File: src/rtl/divisor_salida.sv
// Output stage of the pipelined restoring divider: sign correction plus a show-ahead result FIFO.
// Optional divide-by-zero handling is enabled by defining DIVISOR_DIVZERO_EN.
module divisor_salida #(
  parameter int tamanyo = 32,
  parameter int DEPTH   = 4
) (
  input  logic                       CLK,
  input  logic                       RSTa,
  input  logic                       Done_in,
  input  logic [tamanyo-1:0]         ACCU_in,
  input  logic [tamanyo-1:0]         Q_in,
  input  logic [tamanyo-1:0]         M_in,
  input  logic                       SignNum_in,
  input  logic                       SignDen_in,
  input  logic                       Ready,
  output logic [tamanyo-1:0]         Coc,
  output logic [tamanyo-1:0]         Res,
  output logic                       DivZero,
  output logic                       Valid,
  output logic [$clog2(DEPTH):0]     Count,
  output logic                       Overflow
);

  localparam int PW = $clog2(DEPTH);
  localparam int EW = 2 * tamanyo + 1;

  // Two's-complement negation wraps modulo 2^tamanyo, so MIN stays MIN.
  function automatic logic signed [tamanyo-1:0] neg_if(input logic [tamanyo-1:0] mag,
                                                       input logic            neg);
    logic signed [tamanyo-1:0] m;
    m = signed'(mag);
    return neg ? -m : m;
  endfunction

  logic signed [tamanyo-1:0] coc_new;
  logic signed [tamanyo-1:0] res_new;
  logic                      dz_new;
  logic [EW-1:0]             entry;

  logic [EW-1:0]  mem_q [DEPTH];
  logic [PW-1:0]  wr_ptr_q, wr_ptr_d;
  logic [PW-1:0]  rd_ptr_q, rd_ptr_d;
  logic [PW:0]    count_q, count_d;
  logic           overflow_q, overflow_d;
  logic           full, pop, push_ok;
  logic [EW-1:0]  head;

`ifndef DIVISOR_DIVZERO_EN
  logic unused_m;
  assign unused_m = |M_in;
`endif

  // Stage p0: combinational sign correction of the incoming result
  always_comb begin
    coc_new = neg_if(Q_in, SignNum_in ^ SignDen_in);
    res_new = neg_if(ACCU_in, SignNum_in);
    dz_new  = 1'b0;
`ifdef DIVISOR_DIVZERO_EN
    if (M_in == '0) begin
      dz_new  = 1'b1;
      coc_new = SignNum_in ? {1'b1, {(tamanyo-1){1'b0}}} : {1'b0, {(tamanyo-1){1'b1}}};
      res_new = '0;
    end
`endif
    entry = {dz_new, coc_new, res_new};
  end

  always_comb begin
    full       = (count_q == (PW+1)'(DEPTH));
    pop        = (count_q != '0) && Ready;
    push_ok    = Done_in && (!full || pop);
    overflow_d = overflow_q | (Done_in && full && !pop);
    wr_ptr_d   = push_ok ? wr_ptr_q + PW'(1) : wr_ptr_q;
    rd_ptr_d   = pop ? rd_ptr_q + PW'(1) : rd_ptr_q;
    count_d    = count_q;
    case ({push_ok, pop})
      2'b10:   count_d = count_q + (PW+1)'(1);
      2'b01:   count_d = count_q - (PW+1)'(1);
      default: count_d = count_q;
    endcase
  end

  always_ff @(posedge CLK or negedge RSTa) begin
    if (!RSTa) begin
      wr_ptr_q   <= '0;
      rd_ptr_q   <= '0;
      count_q    <= '0;
      overflow_q <= 1'b0;
    end else begin
      wr_ptr_q   <= wr_ptr_d;
      rd_ptr_q   <= rd_ptr_d;
      count_q    <= count_d;
      overflow_q <= overflow_d;
    end
  end

  // Stage p1: FIFO storage (data only, no reset)
  always_ff @(posedge CLK) begin
    if (push_ok && RSTa) begin
      mem_q[wr_ptr_q] <= entry;
    end
  end

  // Empty FIFO presents zeros, which also covers the reset state of the outputs.
  assign head     = mem_q[rd_ptr_q];
  assign Valid    = (count_q != '0);
  assign Coc      = Valid ? head[EW-2 -: tamanyo] : '0;
  assign Res      = Valid ? head[tamanyo-1:0] : '0;
  assign DivZero  = Valid ? head[EW-1] : 1'b0;
  assign Count    = count_q;
  assign Overflow = overflow_q;

endmodule

File: config.mk
export PLATFORM = sky130hd
export DESIGN_NAME = divisor_salida
export DESIGN_NICKNAME = d
export VERILOG_FILES = /design/src/rtl/divisor_salida.sv
export SDC_FILE = /design/constraint.sdc
export NUM_CORES = 1
export LEC_CHECK = 0
export CAP_MARGIN = 10
export CORE_MARGIN = 2
export CORE_UTILIZATION = 49
export DETAILED_ROUTE_END_ITERATION = 8
export PLACE_DENSITY_LB_ADDON = 0.12
export SKIP_CTS_REPAIR_TIMING = 1
export SLEW_MARGIN = 40
export SYNTH_ARGS = -nofsm -noshare
export SYNTH_HDL_FRONTEND = slang
export SYNTH_SLANG_ARGS = --single-unit
File: constraint.sdc
create_clock -name CLK -period 3.8 [get_ports CLK]
set_input_delay 0.76 -clock CLK [delete_from_list [all_inputs] [get_ports CLK]]
set_output_delay 0.76 -clock CLK [all_outputs]
set_load 0.005 [all_outputs]
**Word-level counts from Yosys, hierarchy flattened**

Memories as Yosys holds them, arrays and structs flattened.
Cells that the tools add are included.

- $add $sub $neg: 6
- Eq/ne operators: 3
- Muxes and demuxes: 8
- Bitwise logic cells: 2
- Reduce and logical (&&, ||, !) cells: 10

Operator list:

| operator | number |
|---|---|
| $mux W32 | 4 |
| $neg A32 Y32 | 2 |
| $pmux W3 S2 | 1 |
| $logic_and A1 B1 Y1 | 5 |
| $add A2 B1 Y2 const B | 2 |
| $add A3 B1 Y3 const B | 1 |
| $eq A3 B3 Y1 const B | 1 |
| $mux W1 | 3 |
| $reduce_bool A3 Y1 | 1 |
| $sub A3 B1 Y3 const B | 1 |
| $eq A2 B1 Y1 const B | 1 |
| $eq A2 B2 Y1 const B | 1 |
| $logic_not A1 Y1 | 2 |
| $reduce_bool A2 Y1 | 1 |
| $logic_or A1 B1 Y1 | 1 |
| $or A1 B1 Y1 | 1 |
| $xor A1 B1 Y1 | 1 |

- Bits in registers: 8
- Memory bits (writable): 256
- Input port bits: 102
- Output and inout bits: 70
- Word-level logic and storage cells: 34
- Memories kept: 1

Memory list:

| memory | words | bits a word | rd ports | clocked after memory_dff | write ports | RTL line | text |
|---|---|---|---|---|---|---|---|
| mem_q | 4 | 64 | 1 | 0 | 1 | 40 | `logic [EW-1:0] mem_q [DEPTH];` |

**Longest topological paths before layout**

Gate-level depths: netlist of the first run.

- Word-level depth: 7
- Gate-level depth with buffers: 9
- Depth with buffers taken out: 8

**Least setup slack after synthesis of the first run**

No wires, ideal clock.

- Path kind: input to register
- Start point: input Ready
- End point: memory mem_q[0][0] (netlist name) (enable)
- Setup time: 0.487 ns
- Arrival: 4.023 ns
- Data required time: 3.313 ns
- Setup slack: -0.710 ns
- Cell stages on the path: 4
- Path through: clkbuf_1 nor3b_1 nand3b_1 nor2_1

- Cells in the longest elaborated chain, start to end: 6

Ends and longest elaborated chain:

| element | RTL line | text |
|---|---|---|
| from (decl) | 15 | `input logic Ready,` |
| $logic_and A1 B1 Y1 | 70 | `pop = (count_q != '0) && Ready;` |
| $logic_or A1 B1 Y1 | 71 | `push_ok = Done_in && (!full \|\| pop);` |
| $logic_and A1 B1 Y1 | 71 |  |
| $logic_and A1 B1 Y1 | 99 | `if (push_ok && RSTa) begin` |
| $mux W1 | 99 |  |
| $mux W1 (implied by the code) | 100 | `mem_q[wr_ptr_q] <= entry;` |
| to (decl) | 40 |  |

No other way between the ends.

**Worst setup path in the final report of the first run**

- Start point: register rd_ptr_q[0]
- End point: output Coc[31]

- Cells in the longest elaborated chain, start to end: 2

Ends and longest elaborated chain:

| element | RTL line | text |
|---|---|---|
| from (decl) | 42 | `logic [PW-1:0] rd_ptr_q, rd_ptr_d;` |
| from (signal assigned) | 91 | `rd_ptr_q <= rd_ptr_d;` |
| $mem_v2 Z4 W64 | - |  |
| $mux W32 | 107 | `assign Coc = Valid ? head[EW-2 -: tamanyo] : '0;` |
| to (decl) | 16 | `output logic [tamanyo-1:0] Coc,` |

No other way between the ends.

==> metrics.cfg, run 1 <==
[clock_network]
cts_tree=yes
clk_pin_slew_ns=0.06
cts_sinks=264
numCtsBuffers=28
h-tree-depth=1
cts_buffer_depth=3
cts-root-buf=clkbuf_16
worstSkewPairLatency_ns=0.53

[power]
p_total_mw=9.73
powerDensity_nw_per_um2=680
p_seq_share_pct=39.0
clock_power_share_pct=24.9
peakVddDrop_uv=454
leakage_nw=4.60
p_sw_mw=2.65
internal-power_mw=7.08
p_comb_share_pct=36.1
switching_share_pct=27.3

[drt]
top_layer=met4
wl_met1_um=10000
ant_nets=0
wirelength_um=23600
met3WireLength_um=1170
vias=6371
drc=0
drt_pass1_iterations=5
vias_per_cell=5.46
wire_per_inst_um=20.2
drt-initial-drc-count=410
routed-wl-met2_um=11900

[yosys]
synth-seq-cells=264
synthTopCellsByArea=edfxtp_1 67%, mux4_2 12%, and2_1 3.5%, xnor2_1 3.3%, xor2_1 1.7%
yosysWarnings=0
synth_ff_type=edfxtp_1
mappedNetlistNets=782
synth_cell_types=47
synth_top_area_cell=edfxtp_1
syn_inst=673
syn_area_sq_um=11500
post-synth-top-area-fraction_pct=66.6
synth-edff-count=256
async_flop_share_pct=3.03
syn_avg_cell_area_sq_um=17.2
seq_area_frac_synth_pct=68.3

[floorplanning]
die_y_um=158
rows=56
start_util_pct=49.5
num_io_pins=172
fp.dieW_um=158
fp.coreArea_sq_um=23300
dieArea_sq_um=24800

[cells_and_area]
syn2layout_area_growth_pct=23.8
drive_above_1_share_pct=16.5
layout.nets=937
num_antenna_cells=0
fin_util_pct=61.3
final_cells=1167

[worst_hold_path]
hold_path.class=reg -> reg

[grt]
grt-ovfl-total=0
grt_pass1_vias=6674
antenna_found_initial=0
grt_max_degree=60
grt_pass1_wl_um=36500
grt_usage_pct=19.5

[sta]
rsz0062_at_grt=false
slew_headroom_pct=59.7
fin_crit_ns=3.49
drv_slew=0
worst_slew_pin_slew_ns=0.599
finalCritPeriodShare_pct=91.9
setup_viol=0
timing.fmax_mhz=286
fin_skew_ns=0.00792
final_hold_viol_count=0

[worst_setup_path]
startpoint_type=flop
endpoint_kind=output pin
critPathMaxFanout=26
crit_required_ns=3.04
regToRegSetupSlack_ns=1.44
path_class=reg -> out
crit_arrival_ns=2.73

[placed_design]
gp_congestion=0.789
dp_cells=1117
io_buffers=138
dpl.hpwl_um=14700

[status]
status=finished clean

[job]
cap_violations=0

cell families after synthesis:
family	after synthesis	synth area share, %
other	1	0.0325
buffers and inverters	45	1.54
XOR/XNOR	67	5.08
multiplexers	65	12.6
adder cells (fa/ha/maj)	7	0.823
AO/OA/AOI/OAI	60	3.42
flip-flops	264	68.3
AND/OR/NAND/NOR	164	8.23
state kept, by name, summed over array words and instances (netlist names):
| register | count |
|---|---|
| Overflow | 1 |
| wr_ptr_q | 2 |
| mem_q | 256 |
| Count | 3 |
| rd_ptr_q | 2 |
synthesized netlist by cell type (2+ instances only):
library cell,n
and2_1,65
nand2_1,24
o21ai_0,27
or2_2,3
or3_2,2
nand3_1,7
ha_1,6
nand2b_1,8
a21oi_1,7
dfrtp_1,8
xnor2_1,44
nor4_1,6
xor2_1,23
nor3_1,9
nor2_1,21
or3_4,2
buf_2,4
inv_1,14
or3_1,3
edfxtp_1,256
o41ai_1,6
clkbuf_1,21
or4_1,4
o31ai_4,2
o31ai_1,7
a31oi_1,6
mux4_2,64
buf_1,5
critical path, stage by stage (launching register included):
cell             delay [ns]
dfrtp_4                0.71
buf_12                 0.30
mux4_2                 0.53
and2_1                 0.20
clkdlybuf4s50_1        0.45
placed cells by master (no fill, tap or decap), types with 2 or more instances in the layout:
cell / netlist / final
or3_1: 3 / 2
ha_1: 6 / 6
and2_1: 65 / 65
buf_4: 1 / 10
clkinv_2: 0 / 5
clkbuf_16: 0 / 29
clkinv_4: 0 / 2
or3_2: 2 / 3
or3_4: 2 / 2
nor2_4: 0 / 4
xnor2_1: 44 / 44
o31ai_1: 7 / 7
nand3_1: 7 / 7
xor2_1: 23 / 23
a21oi_1: 7 / 7
o41ai_1: 6 / 6
nor3_1: 9 / 9
or2_2: 3 / 3
dfrtp_1: 8 / 6
or4_1: 4 / 4
nor2_1: 21 / 17
nand2_1: 24 / 24
edfxtp_1: 256 / 256
o21ai_0: 27 / 27
buf_12: 0 / 8
nand2b_1: 8 / 8
clkbuf_1: 21 / 7
clkdlybuf4s50_1: 0 / 138
mux4_2: 64 / 64
o31ai_4: 2 / 2
nor4_1: 6 / 6
a31oi_1: 6 / 6
inv_1: 14 / 14
clkinv_1: 0 / 7
per-stage QoR:
| stage | worst slack (ns) | hold slack (ns) | setup TNS [ns] | cell area (sq um) |
|---|---|---|---|---|
| after floorplan | -0.710 | 0.451 | -181.76 | 11500 |
| after global placement | 0.460 | 0.446 | 0 | 13500 |
| after detailed placement | 0.448 | 0.459 | 0 | 13500 |
| after CTS | 0.208 | 0.473 | 0 | 14300 |
| after global routing | 0.142 | 0.488 | 0 | 14300 |
| final | 0.309 | 0.463 | 0 | 14300 |
path summary, 6_finish.rpt:
path / startpoint / to / cells after the start
worst max-delay path: rd_ptr_q[0]$_DFFE_PN0N_ / Coc[31] / 4
worst min-delay path: Overflow$_DFF_PN0_ / Overflow$_DFF_PN0_ / 1
worst max register to register: Count[0]$_DFFE_PN0P_ / Count[1]$_DFFE_PN0P_ / 7
worst min register to register: Overflow$_DFF_PN0_ / Overflow$_DFF_PN0_ / 1
max in group asynchronous: RSTa / rd_ptr_q[0]$_DFFE_PN0N_ / 2
min in group asynchronous: RSTa / Count[0]$_DFFE_PN0P_ / 2
final cells by class:
cell class / instances / area, sq um
clock buffer: 36 / 752
inverter: 14 / 52.6
timing repair buffer: 156 / 1620
fill: 1726 / 9030
sequential: 264 / 7890
multi-input combinational: 364 / 3520
clock inverter: 14 / 68.8
tap: 319 / 399
power groups by stage:
stage / Clock (mW) / Combinational [mW] / Sequential (mW)
6_report: 2.42 / 3.51 / 3.80
5_1_grt: 2.61 / 3.81 / 3.84
4_1_cts: 2.49 / 3.59 / 3.81
3_5_place_dp: 0 / 3.57 / 3.87
3_3_place_gp: 0 / 3.54 / 3.84
2_1_floorplan: 0 / 1.89 / 3.79
routing by layer:
metal	up-vias	global-route usage (%)
met5	-	0
met4	0	4.37
met3	34	2.64
met2	170	33.8
met1	3240	26.3
li1	2927	-
(Power assumes the default switching activity.)
==> inputs of run 2 (changes only) <==
CAP_MARGIN = 20   (was 10)
TNS_END_PERCENT = 10   (was default)
==> results of run 2 <==
Same layout as run 1: the final DEF is identical, and so are final timing and power.
